### src/rtl/nes_clk_rst_seq_if.sv
// Sequencer-side signal bundle for nes_clk_rst_seq: PLL lock and calibration status in,
// staged resets, clock enables and retry count out.
interface nes_clk_rst_seq_if;
    localparam int unsigned RETRY_W = 8;

    logic               pll_lock;
    logic               calib_done;
    logic               ddr_rstn;
    logic               core_rstn;
    logic               ce_main;
    logic               ce_ppu;
    logic               ready;
    logic [RETRY_W-1:0] retry_cnt;

    modport master (
        input  pll_lock, calib_done,
        output ddr_rstn, core_rstn, ce_main, ce_ppu, ready, retry_cnt
    );

    modport slave (
        output pll_lock, calib_done,
        input  ddr_rstn, core_rstn, ce_main, ce_ppu, ready, retry_cnt
    );
endinterface

### src/rtl/nes_clk_rst_seq.sv
// PLL-lock qualification, staged DDR3/core reset release and pclk/3, pclk/18 enables.
// Optional calibration timeout/retry: define NES_CLK_RST_SEQ_CALIB_TIMEOUT_EN.
module nes_clk_rst_seq #(
    parameter int unsigned LOCK_STABLE_CYCLES = 1024,
    parameter int unsigned DDR_RST_CYCLES     = 200,
    parameter int unsigned CALIB_TIMEOUT      = 1048576
) (
    input  logic               clk,
    input  logic               resetn,
    nes_clk_rst_seq_if.master  bus
);
    localparam int unsigned MAX_LD  = (LOCK_STABLE_CYCLES > DDR_RST_CYCLES) ?
                                      LOCK_STABLE_CYCLES : DDR_RST_CYCLES;
    localparam int unsigned CNT_MAX = (MAX_LD > CALIB_TIMEOUT) ? MAX_LD : CALIB_TIMEOUT;
    localparam int unsigned CNT_W   = (CNT_MAX > 1) ? $clog2(CNT_MAX) : 1;

    localparam logic [CNT_W-1:0] LOCK_LAST = CNT_W'(LOCK_STABLE_CYCLES - 1);
    localparam logic [CNT_W-1:0] DDR_LAST  = CNT_W'(DDR_RST_CYCLES - 1);

    typedef enum logic [2:0] {
        ST_WAIT_LOCK,
        ST_LOCK_STABLE,
        ST_DDR_RST,
        ST_CALIB,
        ST_RUN
    } state_t;

    state_t             state;
    logic [CNT_W-1:0]   cnt;
    logic [1:0]         div3;
    logic [2:0]         div6;
    logic               lock_meta;
    logic               lock_s;

    // Two-flop synchronizer for the asynchronous PLL lock
    always_ff @(posedge clk or negedge resetn) begin
        if (!resetn) begin
            lock_meta <= 1'b0;
            lock_s    <= 1'b0;
        end else begin
            lock_meta <= bus.pll_lock;
            lock_s    <= lock_meta;
        end
    end

    // Sequencer state, shared state counter and enable dividers (dividers live only in RUN)
    always_ff @(posedge clk or negedge resetn) begin
        if (!resetn) begin
            state <= ST_WAIT_LOCK;
            cnt   <= '0;
            div3  <= '0;
            div6  <= '0;
        end else begin
            cnt  <= cnt + CNT_W'(1);
            div3 <= '0;
            div6 <= '0;
            if (!lock_s) begin
                state <= ST_WAIT_LOCK;
                cnt   <= '0;
            end else begin
                case (state)
                    ST_WAIT_LOCK: begin
                        state <= ST_LOCK_STABLE;
                        cnt   <= '0;
                    end
                    ST_LOCK_STABLE: begin
                        if (cnt == LOCK_LAST) begin
                            state <= ST_DDR_RST;
                            cnt   <= '0;
                        end
                    end
                    ST_DDR_RST: begin
                        if (cnt == DDR_LAST) begin
                            state <= ST_CALIB;
                            cnt   <= '0;
                        end
                    end
                    ST_CALIB: begin
                        if (bus.calib_done) begin
                            state <= ST_RUN;
                            cnt   <= '0;
                        end
`ifdef NES_CLK_RST_SEQ_CALIB_TIMEOUT_EN
                        else if (cnt == CNT_W'(CALIB_TIMEOUT - 1)) begin
                            state <= ST_DDR_RST;
                            cnt   <= '0;
                        end
`endif
                    end
                    ST_RUN: begin
                        if (!bus.calib_done) begin
                            state <= ST_DDR_RST;
                            cnt   <= '0;
                        end else begin
                            div3 <= (div3 == 2'd2) ? 2'd0 : div3 + 2'd1;
                            if (div3 == 2'd2) begin
                                div6 <= (div6 == 3'd5) ? 3'd0 : div6 + 3'd1;
                            end else begin
                                div6 <= div6;
                            end
                        end
                    end
                    default: begin
                        state <= ST_WAIT_LOCK;
                        cnt   <= '0;
                    end
                endcase
            end
        end
    end

`ifdef NES_CLK_RST_SEQ_CALIB_TIMEOUT_EN
    logic [bus.RETRY_W-1:0] retry_cnt;

    // Counts calibration timeouts; a same-cycle calib_done wins, so no increment then
    always_ff @(posedge clk or negedge resetn) begin
        if (!resetn) begin
            retry_cnt <= '0;
        end else if (state == ST_CALIB && lock_s && !bus.calib_done &&
                     cnt == CNT_W'(CALIB_TIMEOUT - 1) && retry_cnt != '1) begin
            retry_cnt <= retry_cnt + 8'd1;
        end
    end

    assign bus.retry_cnt = retry_cnt;
`else
    assign bus.retry_cnt = '0;
`endif

    // Moore decodes of the registered state
    assign bus.ddr_rstn  = (state == ST_CALIB) || (state == ST_RUN);
    assign bus.core_rstn = (state == ST_RUN);
    assign bus.ready     = (state == ST_RUN);
    assign bus.ce_main   = (state == ST_RUN) && (div3 == 2'd2);
    assign bus.ce_ppu    = (state == ST_RUN) && (div3 == 2'd2) && (div6 == 3'd5);

endmodule

### src/flat_wrapper.sv
// flat-port wrapper written by rule: the top's interface ports become plain ports
module nes_clk_rst_seq_flat 
#(
    parameter int unsigned LOCK_STABLE_CYCLES = 1024,
    parameter int unsigned DDR_RST_CYCLES     = 200,
    parameter int unsigned CALIB_TIMEOUT      = 1048576
)
  (clk, resetn, bus_pll_lock, bus_calib_done, bus_ddr_rstn, bus_core_rstn, bus_ce_main, bus_ce_ppu, bus_ready, bus_retry_cnt);
  nes_clk_rst_seq_if bus_i ();
  input  logic clk;
  input  logic resetn;
  input wire logic [$bits(bus_i.pll_lock)-1:0] bus_pll_lock;
  input wire logic [$bits(bus_i.calib_done)-1:0] bus_calib_done;
  output wire logic [$bits(bus_i.ddr_rstn)-1:0] bus_ddr_rstn;
  output wire logic [$bits(bus_i.core_rstn)-1:0] bus_core_rstn;
  output wire logic [$bits(bus_i.ce_main)-1:0] bus_ce_main;
  output wire logic [$bits(bus_i.ce_ppu)-1:0] bus_ce_ppu;
  output wire logic [$bits(bus_i.ready)-1:0] bus_ready;
  output wire logic [$bits(bus_i.retry_cnt)-1:0] bus_retry_cnt;
  assign bus_i.pll_lock = bus_pll_lock;
  assign bus_i.calib_done = bus_calib_done;
  assign bus_ddr_rstn = bus_i.ddr_rstn;
  assign bus_core_rstn = bus_i.core_rstn;
  assign bus_ce_main = bus_i.ce_main;
  assign bus_ce_ppu = bus_i.ce_ppu;
  assign bus_ready = bus_i.ready;
  assign bus_retry_cnt = bus_i.retry_cnt;
  nes_clk_rst_seq #(.LOCK_STABLE_CYCLES(LOCK_STABLE_CYCLES), .DDR_RST_CYCLES(DDR_RST_CYCLES), .CALIB_TIMEOUT(CALIB_TIMEOUT)) u_core (.clk(clk), .resetn(resetn), .bus(bus_i));
endmodule
### config.mk
export PLATFORM = sky130hd
export DESIGN_NAME = nes_clk_rst_seq_flat
export DESIGN_NICKNAME = d
export VERILOG_FILES = /design/src/rtl/nes_clk_rst_seq_if.sv /design/src/rtl/nes_clk_rst_seq.sv /design/src/flat_wrapper.sv
export SDC_FILE = /design/constraint.sdc
export NUM_CORES = 1
export LEC_CHECK = 0
export CORE_MARGIN = 2
export CORE_UTILIZATION = 46
export CTS_CLUSTER_SIZE = 40
export DETAILED_ROUTE_END_ITERATION = 10
export GPL_ROUTABILITY_DRIVEN = 0
export PLACE_DENSITY = 0.67
export SETUP_SLACK_MARGIN = 0.05
export SLEW_MARGIN = 40
export SYNTH_ARGS = -nofsm -noshare
export SYNTH_HDL_FRONTEND = slang
export SYNTH_SLANG_ARGS = --single-unit
### constraint.sdc
create_clock -name clk -period 2.6 [get_ports clk]
set_input_delay 0.26 -clock clk [delete_from_list [all_inputs] [get_ports clk]]
set_output_delay 0.26 -clock clk [all_outputs]
set_load 0.05 [all_outputs]
==> metrics.md, run 1 <==
| Metric | Value |
|---|---|
| Outcome | `finished, final reports clean` |
| Post-synth ARST share | `1.00` |
| Cells after Synth | `165` |
| Critical path's slowest cell | `clkdlybuf4s50_1` |
| Max-slew headroom | `0.657` |
| Final Hold Vio Count | `0` |
| Clock Latency Late Sink | `0.34 ns` |
| Maximum vdd drop | `0.000304 V` |
| Hpwl dp | `2.00 mm` |
| Die height | `63.0 µm` |
| Post-synthesis xor/xnor area fraction | `0.104` |
| Initial core utilization | `0.480` |
| R2R Path Start | `u_core.cnt[0]` |
| Adder-cell share of the synthesized area | `0.0156` |
| Hold slack | `0.309 ns` |
| Area of the multi-input gates | `785 µm²` |
| Vias in the first global route | `1,176` |
| Synth Cell Area | `1600 µm²` |
| Largest net degree at the start of global routing | `31` |
| Register area share after synthesis | `0.469` |
| Largest family of logic cells by synthesized area | `simple AND/OR/NAND/NOR gates` |
| Avg Cell Area, Syn | `9.71 µm²` |
| Period utilization | `0.919` |
| Root buffer cell | `clkbuf_4` |
| Clock skew | `0.0119 ns` |
| Crit path arrival time | `2.13 ns` |
| Layout overhead on the synthesized area | `9.22%` |
| DR DRC count | `0` |
| RSZ-0062 raised after global routing | `no` |
| Fin area | `1750 µm²` |
| Reg clk slew, reported paths | `0.09 ns` |
| Post-synth EDFFs | `0` |
| Core Rows | `21` |
| Cts repair resizes | `0` |
| Setup crit start kind | `flip-flop` |
| Post-Place Cells | `215` |
| Area after DPL | `1680 µm²` |
| Primary FF master, synth | `dfrtp_1` |
| Crit end category | `output port` |
| Synth area leaders | `dfrtp_1 47%, nor2_1 7.0%, xnor2_1 6.0%` |
| Post-CTS setup buffer count | `0` |
| Filler instances | `313` |
| Hold Path Class | `in -> async` |
| Initial antenna violation count | `0` |
| Worst Path Max Fanout | `9` |
| Power Density | `627 nW/µm²` |
| Congestion Overflow GR | `0` |
| Antenna Nets Post-Route | `0` |
| Hold_buf cts | `0` |
| Num ports | `17` |
| Reported max-cap violation count | `0` |
| Clock buffer depth | `2` |
| Core area | `3340 µm²` |
| Unique masters post-synth | `42` |
| Clock sink count | `30` |
| Crit path time final | `2.39 ns` |
| Cell Chain, Critical Path | `nor2_1, and2_1, clkdlybuf4s50_1` |
| Crit. Startpoint | `u_core.state[1]` |
| Worst-Margin Slew | `0.511 ns` |
| GRT Total Usage | `0.165` |
| Mux contribution to synthesized area | `0.00625` |
| CTS tree | `done` |
| Non-Filler Instances | `223` |
| Final setup TNS | `0 ns` |
| Top cell type's share of synthesized area | `0.469` |
| Die area | `3970 µm²` |
| Vias after detailed routing | `1,158` |
| Drt total wl | `2.85 mm` |
| N_diodes | `0` |
| Final setup vio count | `0` |
| TritonCTS buffer count | `5` |
| Share of post-route cells with drive strength above 1 | `0.0791` |
| Nets | `182` |
| PortBufs | `8` |
| FF+latch count, synth | `30` |
| Static leakage | `0.767 nW` |
| First-pass iteration count of the detailed router | `4` |
| Slew Viols, Final | `0` |
| H-tree depth | `2` |
| Die width | `63.0 µm` |
| Sequential Area | `751 µm²` |
| 1st-iter DRT viols | `53` |
| Crit path kind | `reg -> out` |
| First-pass GRT wire length | `5.10 mm` |
| Simple-Gate Fraction of Synth Area | `0.271` |
| Yosys warns | `0` |
| Avg WL per Cell | `12.8 µm` |
| Post-synth top area cell | `dfrtp_1` |
| WP data required | `2.34 ns` |
| Crit-path max cell delay | `0.82 ns` |
| Synth Area in Compound Gates | `0.0742` |
| Fmax | `419 MHz` |
| Vias/cell | `5.19` |
[per-layer routing]
metal / up-vias / share of wire / GRT usage
li1: 571 / - / -
met1: 554 / 0.49 / 0.209
met2: 26 / 0.44 / 0.257
met3: 7 / 0.052 / 0.0523
met4: 0 / 0.021 / 0.0750
met5: - / 0 / 0
[cell usage after synthesis, drive strengths merged (2+ instances only)]
library cell,n
and4,2
a21oi,3
and3,6
nor3b,3
nand4,2
o21ai,3
buf,11
or4,2
ha,2
xor2,8
nand2,13
nor3,5
and2,2
nor2,30
dfrtp,30
xnor2,11
nand3,10
nor2b,3
[critical path: cells and delay by family, from the launching register on]
family	cells	cell delay [ns]
DFF	1	0.49
buffers and inverters	1	0.82
and+or+nand+nor	2	0.48
[cells by family after synthesis]
family,Yosys count
AOI/OAI and AO/OA,14
xor gates and xnor gates,19
adders and majority gates,2
buffers and inverters,13
DFF,30
muxes,1
other,1
and+or+nand+nor,85
[stage by stage]
| stage | total power, W | util | worst slack (ns) |
|---|---|---|---|
| 3_3_place_gp | 0.000817 | 0.505 | 0.471 |
| 4_1_cts | 0.00111 | 0.523 | 0.0572 |
| 5_1_grt | 0.00117 | 0.524 | 0.0900 |
| 2_1_floorplan | 0.000773 | - | 0.621 |
| 6_report | 0.00110 | 0.524 | 0.211 |
| 3_5_place_dp | 0.000818 | 0.505 | 0.431 |
[cells in the final DEF, fill, tap and decap left out, drive strengths merged, types with 2 or more instances in the layout]
| master | instances |
|---|---|
| and4 | 2 |
| nor3 | 5 |
| xor2 | 8 |
| xnor2 | 11 |
| dlymetal6s2s | 2 |
| o21ai | 3 |
| nor3b | 3 |
| a21oi | 3 |
| nor2b | 3 |
| and3 | 6 |
| or4 | 2 |
| clkbuf | 7 |
| ha | 2 |
| conb | 8 |
| nand3 | 10 |
| nand2 | 13 |
| nor2 | 30 |
| clkdlybuf4s50 | 6 |
| dfrtp | 30 |
| nand4 | 2 |
| and2 | 2 |
[layout make-up]
class / count / share of cell area
clock buffers: 7 / 0.0315
well taps: 46 / 0.0329
clock inverters: 1 / 0.00286
inverters: 1 / 0.00215
repair buffers: 9 / 0.0529
flip-flops and latches: 30 / 0.429
multi-input cells: 129 / 0.448
[registers in the layout (all words and copies together), names as in the netlist]
signal / flops
u_core.cnt: 20
u_core.div6: 3
u_core.state: 3
u_core.div3: 2
u_core.lock_meta: 1
u_core.lock_s: 1
[report_power, final]
part           leakage (nW)  internal (W)  switching [W]
logic                 0.319     0.0000943       0.000176
registers             0.412      0.000489      0.0000515
clock network        0.0353      0.000131       0.000156
total                 0.767      0.000714       0.000384
[path summary, 6_finish.rpt]
path	to	slack [ns]	cells past startpoint
max	bus_core_rstn	0.21	3
min	u_core.state[0]	0.31	2
max reg2reg	u_core.cnt[12]	0.41	6
min reg2reg	u_core.lock_s	0.37	0
max in group asynchronous	u_core.cnt[10]	2.01	2
min in group clk	u_core.lock_meta	0.35	1
(Power assumes the default switching activity.)
==> run 2: changes to the inputs <==
Settings changed: RECOVER_POWER from default to 50.
==> run 2 against run 1 <==
Against the previous run: the flow now finishes with violations (capacitance limit, slew limit); setup slack unchanged; global-route usage unchanged; critical endpoint unchanged; sequential power about the same; routed wire length down 0.14%.
==> metrics.md, run 2 (synthesized netlist as in run 1, its figures left out) <==
| Metric | Value |
|---|---|
| Outcome | `finished with violations` |
| Violated checks | `capacitance limit, slew limit` |
| Vias/cell | `5.16 (-0.60%)` |
| Hold Path Class | `reg -> reg` |
| Core area | `3340 µm² (unchanged)` |
| Power Density | `628 nW/µm² (about the same)` |
| Design Power | `0.00110 W (-0.12%)` |
| Congestion Overflow GR | `0 (unchanged)` |
| Flop2flop setup slack | `0.41 ns (about the same)` |
| Crit path kind | `reg -> out` |
| Filler instances | `315 (+0.64%)` |
| RSZ-0062 raised after global routing | `no` |
| First-pass iteration count of the detailed router | `4 (unchanged)` |
| Combinational share of power | `0.245 (about the same)` |
| Antenna Nets Post-Route | `0 (unchanged)` |
| Crit path arrival time | `2.13 ns (about the same)` |
| Largest regs | `u_core.cnt: 20 flops, u_core.div6: 3 flops, u_core.state: 3 flops` |
| R2R Path Start | `u_core.cnt[0]` |
| Num ports | `17 (unchanged)` |
| Maximum vdd drop | `0.000304 V (-0.20%)` |
| Max reg flops | `20 (unchanged)` |
| Commonest non-fill, non-tap cells in the layout | `30 x nor2_1, 30 x dfrtp_1, 13 x nand2_1` |
| Sw Share | `0.350 (+0.000384)` |
| Area of the multi-input gates | `785 µm² (unchanged)` |
| Slew Viols, Final | `31 (+31)` |
| Drt total wl | `2.84 mm (-0.14%)` |
| Core Rows | `21 (unchanged)` |
| Hpwl dp | `2.00 mm (unchanged)` |
| N_diodes | `0 (unchanged)` |
| Hold_buf cts | `0 (unchanged)` |
| First-pass GRT wire length | `5.10 mm (unchanged)` |
| Clock skew | `0.0119 ns (unchanged)` |
| Final setup TNS | `0 ns (unchanged)` |
| Reported max-cap violation count | `1 (+1)` |
| Vias after detailed routing | `1,151 (-0.60%)` |
| Internal | `0.000713 W (-0.18%)` |
| DR DRC count | `0 (unchanged)` |
| Worst-Margin Slew | `1.59 ns (+1.08 ns)` |
| 1st-iter DRT viols | `52 (-1.9%)` |
| Clock sink count | `30 (unchanged)` |
| Setup crit end | `bus_core_rstn` |
| Crit end category | `output port` |
| Fmax | `419 MHz (unchanged)` |
| Worst Path Max Fanout | `9 (unchanged)` |
| Final setup vio count | `0 (unchanged)` |
| Die height | `63.0 µm (unchanged)` |
| Die width | `63.0 µm (unchanged)` |
| TritonCTS buffer count | `5 (unchanged)` |
| Period utilization | `0.919 (unchanged)` |
| Reg clk slew, reported paths | `0.09 ns (about the same)` |
| Crit. Startpoint | `u_core.state[1]` |
| Die area | `3970 µm² (unchanged)` |
| Clock buffer depth | `2 (unchanged)` |
| Setup crit start kind | `flip-flop` |
| Net Sw Power | `0.000384 W (about the same)` |
| H-tree depth | `2 (unchanged)` |
| WP data required | `2.34 ns (about the same)` |
| Initial core utilization | `0.480 (unchanged)` |
| Vias in the first global route | `1,176 (unchanged)` |
| Avg WL per Cell | `12.7 µm (-0.14%)` |
| Clock power share | `0.262 (about the same)` |
| Root buffer cell | `clkbuf_4` |
| Max-slew headroom | `-0.0589 (-0.716)` |
| CTS tree | `done` |
| Largest net degree at the start of global routing | `31 (unchanged)` |
| Part of the power in registers | `0.493 (about the same)` |
| Register bank with the most flops | `u_core.cnt` |
| Sequential Area | `751 µm² (unchanged)` |
| GRT Total Usage | `0.165 (unchanged)` |
| R2r endpoint | `u_core.cnt[12]` |
| Worst Reg-to-Reg Cells | `6 (unchanged)` |
| Final Hold Vio Count | `0 (unchanged)` |
| Clock Latency Late Sink | `0.34 ns (about the same)` |
| Crit path time final | `2.39 ns (unchanged)` |
| PortBufs | `8 (unchanged)` |
| Nets | `182 (unchanged)` |
| Layout overhead on the synthesized area | `8.98%` |
| Initial antenna violation count | `0 (unchanged)` |
| Share of post-route cells with drive strength above 1 | `0.0734 (-0.00565)` |
| Static leakage | `0.764 nW (-0.40%)` |
-- run 2: per-layer routing --
| metal | vias up | routed length (µm) | global-route usage | share of wire |
|---|---|---|---|---|
| met4 | 0 | 60 | 0.0750 | 0.021 |
| met3 | 7 | 149 | 0.0523 | 0.052 |
| met2 | 26 | 1250 | 0.257 | 0.44 |
| li1 | 569 | - | - | - |
| met5 | - | 0 | 0 | 0 |
| met1 | 549 | 1380 | 0.209 | 0.49 |
-- run 2: per-stage QoR --
step	worst slack, ns	util	cells	cell area [µm²]	hold WS [ns]
2_1_floorplan	0.621	-	172	1630	-0.0356
3_3_place_gp	0.471	0.505	215	1680	0.339
3_5_place_dp	0.431	0.505	215	1680	0.343
4_1_cts	0.0572	0.523	223	1740	0.318
5_1_grt	0.0900	0.523	223	1750	0.383
6_report	0.211	0.523	223	1750	0.370
-- run 2: worst min path at each step --
| stage | from | endpoint | slack (ns) | depth (start not counted) |
|---|---|---|---|---|
| 2_1_floorplan | resetn | u_core.cnt[0] | -0.04 | 0 |
| 3_3_place_gp | u_core.lock_meta | u_core.lock_s | 0.34 | 0 |
| 3_5_place_dp | u_core.lock_meta | u_core.lock_s | 0.34 | 0 |
| 4_1_cts | resetn | u_core.div6[1] | 0.32 | 2 |
| 5_1_grt | u_core.lock_meta | u_core.lock_s | 0.38 | 0 |
| 6_report | u_core.lock_meta | u_core.lock_s | 0.37 | 0 |
-- run 2: area by class of cell --
class                   count  share of cell area
repair buffers              9              0.0509
multi-input cells         129               0.449
clock inverters             1             0.00287
inverters                   1             0.00215
flip-flops and latches     30               0.430
clock buffers               7              0.0315
well taps                  46              0.0330
-- run 2: power by group through the flow --
stage	Clock [W]	Combinational, W	Sequential (W)
after global placement	0	0.000271	0.000546
after detailed placement	0	0.000271	0.000547
final	0.000287	0.000269	0.000541
after floorplan	0	0.000249	0.000524
after global routing	0.000323	0.000296	0.000548
after CTS	0.000296	0.000274	0.000539
-- run 2: critical path, stage by stage (launching register included) --
cell	delay [ns]
dfrtp_1	0.49
nor2_1	0.26
and2_1	0.22
clkdlybuf4s50_1	0.82
-- run 2: what timing repair did --
item / 4_1_cts / 5_1_grt
buffers inserted: 0 / 0
endpoints found under the setup margin: 0 / 2
hold endpoints to repair: 0 / 0
resized for setup: 0 / 2
